$ cat config.mk
export PLATFORM = sky130hd
export DESIGN_NAME = regfile_mp
export DESIGN_NICKNAME = d
export VERILOG_FILES = /design/src/rtl/regfile_pkg.sv /design/src/rtl/regfile_scoreboard.sv /design/src/rtl/regfile_mp.sv
export SDC_FILE = /design/constraint.sdc
export NUM_CORES = 2
export LEC_CHECK = 0
export ABC_CLOCK_PERIOD_IN_PS = 6400
export CAP_MARGIN = 20
export CORE_UTILIZATION = 57
export DETAILED_ROUTE_END_ITERATION = 8
export MAX_ROUTING_LAYER = met4
export PLACE_DENSITY = 0.77
export SETUP_SLACK_MARGIN = 0.02
export SYNTH_ARGS = -nofsm -noshare
export SYNTH_HDL_FRONTEND = slang
export SYNTH_SLANG_ARGS = --single-unit
$ cat constraint.sdc
create_clock -name i_clk -period 6.4 [get_ports i_clk]
set_clock_uncertainty 0.05 [all_clocks]
set_input_delay 1.28 -clock i_clk [delete_from_list [all_inputs] [get_ports i_clk]]
set_output_delay 1.28 -clock i_clk [all_outputs]
set_load 0.1 [all_outputs]
$ cat src/rtl/regfile_pkg.sv
// Shared types and helpers for the multi-port register file.
//   rf_aw()      : address width for a given register count
//   rf_addr_t    : register address at the default 32-entry size
//   rf_data_t    : register data at the default 32-bit width
//   RF_ZERO_ADDR : index of the hardwired-zero register
package regfile_pkg;

  localparam int unsigned RF_DEFAULT_AW     = 5;
  localparam int unsigned RF_DEFAULT_DATA_W = 32;
  localparam int unsigned RF_ZERO_ADDR      = 0;

  typedef logic [RF_DEFAULT_AW-1:0]     rf_addr_t;
  typedef logic [RF_DEFAULT_DATA_W-1:0] rf_data_t;

  function automatic int unsigned rf_aw(input int unsigned n);
    return $clog2(n);
  endfunction

endpackage

$ cat src/rtl/regfile_scoreboard.sv
// Per-register busy scoreboard for regfile_mp.
// Ports:
//   clk_i, reset_ni            : clock, synchronous active-low reset
//   wren_i, waddr_i            : writeback enables/addresses (release busy)
//   alloc_en_i, alloc_addr_i   : issue-stage allocation (set busy)
//   busy_o                     : current busy vector
//   busy_next_o                : next-state busy vector (used for bypass)
//   busy_cnt_o                 : registered popcount of the busy vector
module regfile_scoreboard
  import regfile_pkg::*;
#(
  parameter int unsigned NUM_REGS = 32,
  parameter int unsigned NUM_WR   = 2,
  parameter bit          ZERO_REG = 1'b1,
  localparam int unsigned AW      = rf_aw(NUM_REGS),
  localparam int unsigned CW      = $clog2(NUM_REGS + 1)
) (
  input  logic                       clk_i,
  input  logic                       reset_ni,
  input  logic [NUM_WR-1:0]          wren_i,
  input  logic [NUM_WR-1:0][AW-1:0]  waddr_i,
  input  logic                       alloc_en_i,
  input  logic [AW-1:0]              alloc_addr_i,
  output logic [NUM_REGS-1:0]        busy_o,
  output logic [NUM_REGS-1:0]        busy_next_o,
  output logic [CW-1:0]              busy_cnt_o
);

  logic [NUM_REGS-1:0] busy_q, busy_d;
  logic [CW-1:0]       cnt_q, cnt_d;

  // Clear on writeback first, then set on alloc so a new producer wins.
  always_comb begin
    busy_d = busy_q;
    for (int k = 0; k < NUM_WR; k++) begin
      if (wren_i[k]) busy_d[waddr_i[k]] = 1'b0;
    end
    if (alloc_en_i) busy_d[alloc_addr_i] = 1'b1;
    if (ZERO_REG) busy_d[RF_ZERO_ADDR] = 1'b0;
  end

  always_comb begin
    cnt_d = '0;
    for (int r = 0; r < NUM_REGS; r++) begin
      cnt_d = cnt_d + CW'(busy_d[r]);
    end
  end

  always_ff @(posedge clk_i) begin
    if (!reset_ni) begin
      busy_q <= '0;
      cnt_q  <= '0;
    end else begin
      busy_q <= busy_d;
      cnt_q  <= cnt_d;
    end
  end

  assign busy_o      = busy_q;
  assign busy_next_o = busy_d;
  assign busy_cnt_o  = cnt_q;

endmodule

$ cat src/rtl/regfile_mp.sv
// Parametrised multi-port register file with busy scoreboard.
// Ports:
//   i_clk, i_reset_n           : clock, synchronous active-low reset
//   i_rs_addr / o_rs_data      : NUM_RD asynchronous read ports
//   o_rs_busy                  : busy bit of each read address
//   i_rd_wren/addr/data        : NUM_WR synchronous write ports, highest index wins
//   i_alloc_en, i_alloc_addr   : mark a destination register busy
//   o_busy_cnt                 : registered count of busy registers
module regfile_mp
  import regfile_pkg::*;
#(
  parameter int unsigned DATA_W   = 32,
  parameter int unsigned NUM_REGS = 32,
  parameter int unsigned NUM_RD   = 2,
  parameter int unsigned NUM_WR   = 2,
  parameter bit          ZERO_REG = 1'b1,
  parameter bit          BYPASS   = 1'b1,
  localparam int unsigned AW      = rf_aw(NUM_REGS),
  localparam int unsigned CW      = $clog2(NUM_REGS + 1)
) (
  input  logic                          i_clk,
  input  logic                          i_reset_n,
  input  logic [NUM_RD-1:0][AW-1:0]     i_rs_addr,
  output logic [NUM_RD-1:0][DATA_W-1:0] o_rs_data,
  output logic [NUM_RD-1:0]             o_rs_busy,
  input  logic [NUM_WR-1:0]             i_rd_wren,
  input  logic [NUM_WR-1:0][AW-1:0]     i_rd_addr,
  input  logic [NUM_WR-1:0][DATA_W-1:0] i_rd_data,
  input  logic                          i_alloc_en,
  input  logic [AW-1:0]                 i_alloc_addr,
  output logic [CW-1:0]                 o_busy_cnt
);

  logic [DATA_W-1:0]   mem_q [NUM_REGS];
  logic [DATA_W-1:0]   mem_d [NUM_REGS];
  logic [NUM_REGS-1:0] busy_q, busy_d;

  function automatic logic is_zero_addr(input logic [AW-1:0] a);
    return ZERO_REG && (a == AW'(RF_ZERO_ADDR));
  endfunction

  regfile_scoreboard #(
    .NUM_REGS (NUM_REGS),
    .NUM_WR   (NUM_WR),
    .ZERO_REG (ZERO_REG)
  ) u_scoreboard (
    .clk_i        (i_clk),
    .reset_ni     (i_reset_n),
    .wren_i       (i_rd_wren),
    .waddr_i      (i_rd_addr),
    .alloc_en_i   (i_alloc_en),
    .alloc_addr_i (i_alloc_addr),
    .busy_o       (busy_q),
    .busy_next_o  (busy_d),
    .busy_cnt_o   (o_busy_cnt)
  );

  // Ascending port order: a later (higher) port overwrites an earlier one.
  always_comb begin
    mem_d = mem_q;
    for (int k = 0; k < NUM_WR; k++) begin
      if (i_rd_wren[k] && !is_zero_addr(i_rd_addr[k])) begin
        mem_d[i_rd_addr[k]] = i_rd_data[k];
      end
    end
  end

  always_ff @(posedge i_clk) begin
    for (int r = 0; r < NUM_REGS; r++) begin
      mem_q[r] <= !i_reset_n ? '0 : mem_d[r];
    end
  end

  // Bypassed busy comes from the next-state vector: the matching write clears
  // it unless a same-cycle alloc sets it again.
  always_comb begin
    for (int j = 0; j < NUM_RD; j++) begin
      o_rs_data[j] = mem_q[i_rs_addr[j]];
      o_rs_busy[j] = busy_q[i_rs_addr[j]];
      if (BYPASS && i_reset_n) begin
        for (int k = 0; k < NUM_WR; k++) begin
          if (i_rd_wren[k] && (i_rd_addr[k] == i_rs_addr[j])) begin
            o_rs_data[j] = i_rd_data[k];
            o_rs_busy[j] = busy_d[i_rs_addr[j]];
          end
        end
      end
      if (is_zero_addr(i_rs_addr[j])) begin
        o_rs_data[j] = '0;
        o_rs_busy[j] = 1'b0;
      end
    end
  end

endmodule

Word-level counts from Yosys, hierarchy flattened
Index checks and enable logic that the tools add are counted.
Operators by class
  add/sub/neg operators: 30
  multiply operators: 0
  div/mod/pow operators: 0
  order comparisons: 14
  equality and inequality tests: 4
  shift-type cells: 0
  muxes and demuxes: 47
  bitwise gates (word level): 9
  reductions and logical operators: 17
Operator list (number)
  bitwise mux 1024 bit: 2
  2-to-1 mux 1024 bit: 2
  2-to-1 mux 32 bit: 17
  binary-select mux 32 bit (select 5 bit): 2
  demux 32 bit (select 5 bit): 2
  adder 6 x 1 -> 6 bit: 29
  AND 32 bit: 2
  inverter 32 bit: 2
  OR 32 bit: 1
  < comparator 5 x 6 -> 1 bit, second input constant: 5
  >= comparator 6 bit, second input constant: 4
  inverter 5 -> 6 bit: 4
  binary-select mux 1 bit (select 5 bit): 4
  == test 5 bit: 4
  zero test 5 bit: 4
  demux 1 bit (select 5 bit): 3
  >= comparator 5 x 1 -> 1 bit, second input constant: 3
  2-to-1 mux 1 bit: 15
  < comparator 6 x 1 -> 1 bit, second input constant: 2
  logical AND 1 bit: 11
  adder 1 x 1 -> 2 bit: 1
  zero test 1 bit: 2
Storage, ports and cells
  register bits after elaboration: 1062
  bits in latches: 0
  bits in writable memories: 0
  memory bits (read-only): 0
  input bits: 94
  output and inout bits: 72
  logic and storage cells: 156
  memories kept: 0

Longest topological paths before layout
  depth in word-level cells: 41
  mapped depth: 23
  gate-level depth less buffers: 21

Hierarchy
Synthesis repeated with hierarchy kept, for this count alone.
Second synthesis, totals
  cells, all modules: 6501
  area total of the unflattened synthesis: 68549.5 µm²
Modules (own cells, without submodules)
  regfile_mp: instances 1, cells each 6217, area an instance 66028.3 µm², seq. area each 20499.7 µm²
  regfile_scoreboard: instances 1, cells each 284, area an instance 2521.2 µm², seq. area each 740.7 µm²

Worst setup path before layout
No wires, ideal clock.
  kind: input to register
  from: input port i_rd_addr[6] (netlist bit)
  to: register u_scoreboard.cnt_q[4] (netlist: u_scoreboard.busy_cnt_o[4])
  library setup time: 115 ps
  arrival time: 6656 ps
  data required time: 6235 ps
  slack: -421 ps
  stages: 21
  buffers on the path: 1
  path through: buf_2 nor4bb_1 nand2_1 a32o_1 ha_1 inv_1 fa_1 fa_1 fa_1 fa_1 fa_1 inv_1 fa_1 ha_1 inv_1 fa_1 inv_1 a21o_1 a21oi_1 xnor2_1 and2_1
On the way
  longest elaborated chain between the ends: 39
RTL lines
  start: declaration: RTL line regfile_mp.sv:27  | input logic [NUM_WR-1:0][AW-1:0] i_rd_addr,
  < comparator 5 x 6 -> 1 bit (not written as such) or >= comparator 5 x 1 -> 1 bit (tied branches): RTL line regfile_scoreboard.sv:36  | if (wren_i[k]) busy_d[waddr_i[k]] = 1'b0;
  logical AND 1 bit (not written as such): RTL line regfile_scoreboard.sv:36
  2-to-1 mux 1 bit (not written as such): RTL line regfile_scoreboard.sv:36
  demux 1 bit (select 5 bit) (*)
  inverter 32 bit (no line) (*)
  AND 32 bit (no line) (*)
  2-to-1 mux 32 bit (*): RTL line regfile_scoreboard.sv:36
  OR 32 bit (no line)
  2-to-1 mux 32 bit (*): RTL line regfile_scoreboard.sv:38  | if (alloc_en_i) busy_d[alloc_addr_i] = 1'b1;
  named net busy_d[2]: RTL line regfile_mp.sv:36  | logic [NUM_REGS-1:0] busy_q, busy_d;
  adder 1 x 1 -> 2 bit (*): RTL line regfile_scoreboard.sv:45  | cnt_d = cnt_d + CW'(busy_d[r]);
  adder 6 x 1 -> 6 bit (*) (29 in a row): RTL line regfile_scoreboard.sv:45
  end signal: assignment: RTL line regfile_scoreboard.sv:55  | cnt_q <= cnt_d;
  end: declaration: RTL line regfile_scoreboard.sv:30  | logic [CW-1:0] cnt_q, cnt_d;
The timed path passes the listed nets; every way through them passes the cells marked *.
A chain may end at the register's enable or synchronous reset.

Final worst setup path
  from: input port i_alloc_addr[1]
  to: register u_scoreboard.cnt_q[4] (netlist: u_scoreboard.busy_cnt_o[4])
RTL lines
  start: declaration: RTL line regfile_mp.sv:30  | input logic [AW-1:0] i_alloc_addr,
  < comparator 5 x 6 -> 1 bit (not written as such) or >= comparator 5 x 1 -> 1 bit (tied branches): RTL line regfile_scoreboard.sv:38
  logical AND 1 bit (not written as such): RTL line regfile_scoreboard.sv:38
  2-to-1 mux 1 bit (not written as such): RTL line regfile_scoreboard.sv:38
  demux 1 bit (select 5 bit) (*)
  OR 32 bit (no line) (*)
  2-to-1 mux 32 bit (*): RTL line regfile_scoreboard.sv:38
  named net busy_d[11]: RTL line regfile_mp.sv:36
  adder 6 x 1 -> 6 bit (*) (21 in a row): RTL line regfile_scoreboard.sv:45
Marks and branches as above.

==> metrics.log <==
INFO  metric synth.net_count = 6,792
INFO  metric post-synth-top-area-fraction = 31.3%
INFO  metric design_power_total = 16,200 uW
INFO  metric synth-edff-count = 0
INFO  metric synth_top_cells_by_area = sky130_fd_sc_hd__dfxtp_1 31%, sky130_fd_sc_hd__mux4_2 22%, sky130_fd_sc_hd__o211a_1 15%, sky130_fd_sc_hd__nand2_1 7.4%, sky130_fd_sc_hd__mux2i_1 6.3%
INFO  metric syn_avg_cell_area = 10.2 sq um
INFO  metric die_area = 120,000 sq um
INFO  metric die_h = 347 microns
INFO  metric post_synth_top_flop = sky130_fd_sc_hd__dfxtp_1
INFO  metric timing_worst_setup_path_type = in2reg
INFO  metric timing.hold.worst.class = reg2reg
INFO  metric clk_pin_slew_worst_paths = 0.07 ns
INFO  metric final_cell_mix = 1,287 x sky130_fd_sc_hd__nand2_1, 1,061 x sky130_fd_sc_hd__dfxtp_1, 994 x sky130_fd_sc_hd__o211a_1, 664 x sky130_fd_sc_hd__mux4_2, 429 x sky130_fd_sc_hd__mux2i_1
INFO  metric worstSetupStartpointType = input port
INFO  metric timing.critical_path.mode_cell = sky130_fd_sc_hd__fa_1
INFO  metric synthDominantAreaCellType = sky130_fd_sc_hd__dfxtp_1
INFO  metric p_per_area = 212 nW/um^2
INFO  metric max_buffers_root_to_sink = 3
INFO  metric final.fill_count = 8,851
INFO  metric largest_net_degree_at_the_start_of_global_routing = 211
INFO  metric worstSetupEndpointType = flip-flop
INFO  metric worst_ir_drop_vdd = 226 uV
INFO  metric postLayoutCellArea = 76,600 sq um
INFO  metric worst_reg_to_reg_path_cell_count = 18
INFO  metric critical_path_arrival = 6.84 ns
INFO  metric numPlacedInstances = 7,838
INFO  metric top_level_ports = 166
INFO  metric cts_inserted_buffers = 116
INFO  metric synth.ff_latch_count = 1,061
INFO  metric first_pass_grt_wire_length = 408 mm
INFO  metric die_width = 347 microns
INFO  metric global_route.overflow_total = 0
INFO  metric number_of_routed_nets_with_antenna_violations = 0
INFO  metric hold_violation_total_from_the_final_report = 0
INFO  metric synth_sequential_area_ratio = 31.3%
INFO  metric post-route-drc-count = 10
INFO  metric final_cell_count_without_fillers = 8,078
INFO  metric cts-htree-levels = 3
INFO  metric area_post_placement = 72,500 sq um
INFO  metric max_slew.worst_pin.slew = 1.30 ns
INFO  metric setup_tns = 0 ns
INFO  metric wirelength = 282 mm
INFO  metric synth.distinct_cells = 75
INFO  metric antenna_found_initial = 18
INFO  metric max_freq = 160 MHz
INFO  metric cp_slowest_stage_delay = 0.57 ns
INFO  metric slew_headroom = 13.5%
INFO  metric drive_gt1_share = 23.2%
INFO  metric detailedRoute.firstIterationViolations = 11,000
INFO  metric cp_cell_sequence = clkdlybuf4s50_1, and3_1, and2_1, a31o_2, fa_1, inv_1, fa_1, fa_1, fa_1, fa_1, inv_1, fa_1, ha_2, inv_2, fa_2, inv_1, a21o_1, a21oi_1, xnor2_1, and2_1
INFO  metric final_common_cell = sky130_fd_sc_hd__nand2_1
INFO  metric via_count_of_the_first_global_routing_pass = 61,000
INFO  metric cts_sinks = 1,061
INFO  metric power_leakage = 0.0415 uW
INFO  metric vias = 63,300
INFO  metric critPathSlowestCell = sky130_fd_sc_hd__fa_1
INFO  metric dpl.hpwl = 161 mm
INFO  metric layout_min_cycle_time = 6.23 ns
INFO  metric routed_wire_length_per_instance = 34.9 microns
INFO  metric yosysWarnings = 0
INFO  metric clock_tree_from_tritoncts = built
INFO  metric crit_fanout = 4
INFO  metric design.final.nets = 6,550
INFO  metric worst_skew_pair.late_latency = 0.76 ns
INFO  metric floorplan.rows = 126
INFO  metric synth-async-reset-ratio = 0%
INFO  metric drt-vias-per-instance = 7.83
INFO  metric final_setup_violation_count = 0
INFO  metric core-area = 118,000 sq um
INFO  metric finalCritPeriodShare = 97.4%
INFO  metric synthToLayoutAreaGrowth = 13.0%
INFO  metric outcome = finished, violations left
INFO  metric min_delay_path_depth = 1
INFO  metric start_util = 57.5%
INFO  metric holdWs = 0.430 ns
INFO  metric total_grt_usage = 47.2%
INFO  metric timing.max_cap.violations = 0
INFO  metric rsz0062_at_grt = false
INFO  metric violations = design-rule violations
INFO  metric final-max-slew-violation-count = 0
INFO  metric numPortBuffers = 165
INFO  metric post_synth_inst_count = 6,666
INFO  metric globalplace.congestion = 1.00
INFO  metric timing.critical_path.required = 7.01 ns
INFO  metric firstDrtPassIters = 9
INFO  metric clock-root-buffer = sky130_fd_sc_hd__clkbuf_16
INFO  metric netlist_area = 67,800 sq um
## power by group
part	internal (uW)	total, uW	switching (uW)	leakage [uW]
Clock	4060	7080	3020	0.00195
Sequential	6730	6830	94.4	0.00857
Combinational	849	2310	1470	0.0309
Total	11600	16200	4580	0.0415
## through the flow
stage	util, %	setup WS (ns)
2_1_floorplan	-	-0.189
3_3_place_gp	61.4	-0.932
3_5_place_dp	61.5	-0.925
4_1_cts	64.8	0.0246
5_1_grt	64.9	0.0211
6_report	65.0	0.165
## sequential cells by signal (all words and copies together) (netlist names)
| register | flops |
|---|---|
| u_scoreboard.busy_o | 31 |
| u_scoreboard.busy_cnt_o | 6 |
| mem_q | 1024 |
## cell type report
cell class / count / area, sq um / share of cell area [%]
repair buffers: 600 / 6150 / 8.03
well taps: 1536 / 1920 / 2.51
inverters: 35 / 141 / 0.185
clock inverters: 43 / 474 / 0.619
diodes: 24 / 60.1 / 0.0784
flip-flops and latches: 1061 / 21200 / 27.7
clock buffers: 169 / 3470 / 4.53
multi-input cells: 4610 / 43100 / 56.3
## routing by layer
layer  GRT usage, %  routed length, microns  part of all wire (%)  vias to the layer above
met5              -                       0                     0                        -
met4           33.8                   25100                   8.9                        0
met3           19.1                   49200                    17                     1816
met2           63.8                  115000                    41                     5874
met1           56.7                   93200                    33                    30700
li1               -                       -                     -                    24900
## worst paths after layout
check | start | to | slack (ns)
hold reg to reg | mem_q[999]$_SDFF_PN0_ | mem_q[999]$_SDFF_PN0_ | 0.43
setup reg to reg | u_scoreboard.busy_o[2]$_SDFF_PN0_ | u_scoreboard.busy_cnt_o[4]$_SDFF_PN0_ | 1.10
hold / removal | mem_q[999]$_SDFF_PN0_ | mem_q[999]$_SDFF_PN0_ | 0.43
setup / recovery | i_alloc_addr[1] | u_scoreboard.busy_cnt_o[4]$_SDFF_PN0_ | 0.17
## timing repair
action,4_1_cts,5_1_grt
resized for setup,19,28
pin swaps,6,12
hold buffers,0,0
endpoints found under the setup margin,1,1
buffers inserted,1,2
## synthesized netlist by cell type, drive strengths merged (3+ instances only)
master     n
a32oi     80
nor3b      5
mux4     664
a22oi    293
and2      96
a211oi   130
xnor2      6
a32o       5
nor2b     64
inv       34
and4       3
mux2       4
and4b      6
o211ai     9
clkbuf   655
a311oi     4
mux2i    429
nor3      15
nand2   1348
nand2b     6
nand3    273
buf      305
o211a    994
nand4b     3
fa        23
nor4       4
a31oi     12
xor2      16
nand3b     4
o221ai     3
ha         9
nor2      52
or2        3
dfxtp   1061
and4bb     4
and3       6
## cell families after synthesis
logic type / after synthesis / synth area share, %
AOI/OAI and AO/OA: 1555 / 21.1
xor gates and xnor gates: 22 / 0.284
adders and majority gates: 32 / 0.845
buffers and inverters: 995 / 5.95
DFF: 1061 / 31.3
muxes: 1097 / 28.5
and+or+nand+nor: 1904 / 12.0
## worst max-delay path, delay by kind of cell
family          cells  cell delay [ns]
compound gates      3             0.41
xor+xnor            1             0.12
fa+ha+maj           8             3.60
buf+inv             5             0.72
simple gates        3             0.69
Power figures use the tool's default switching activity.
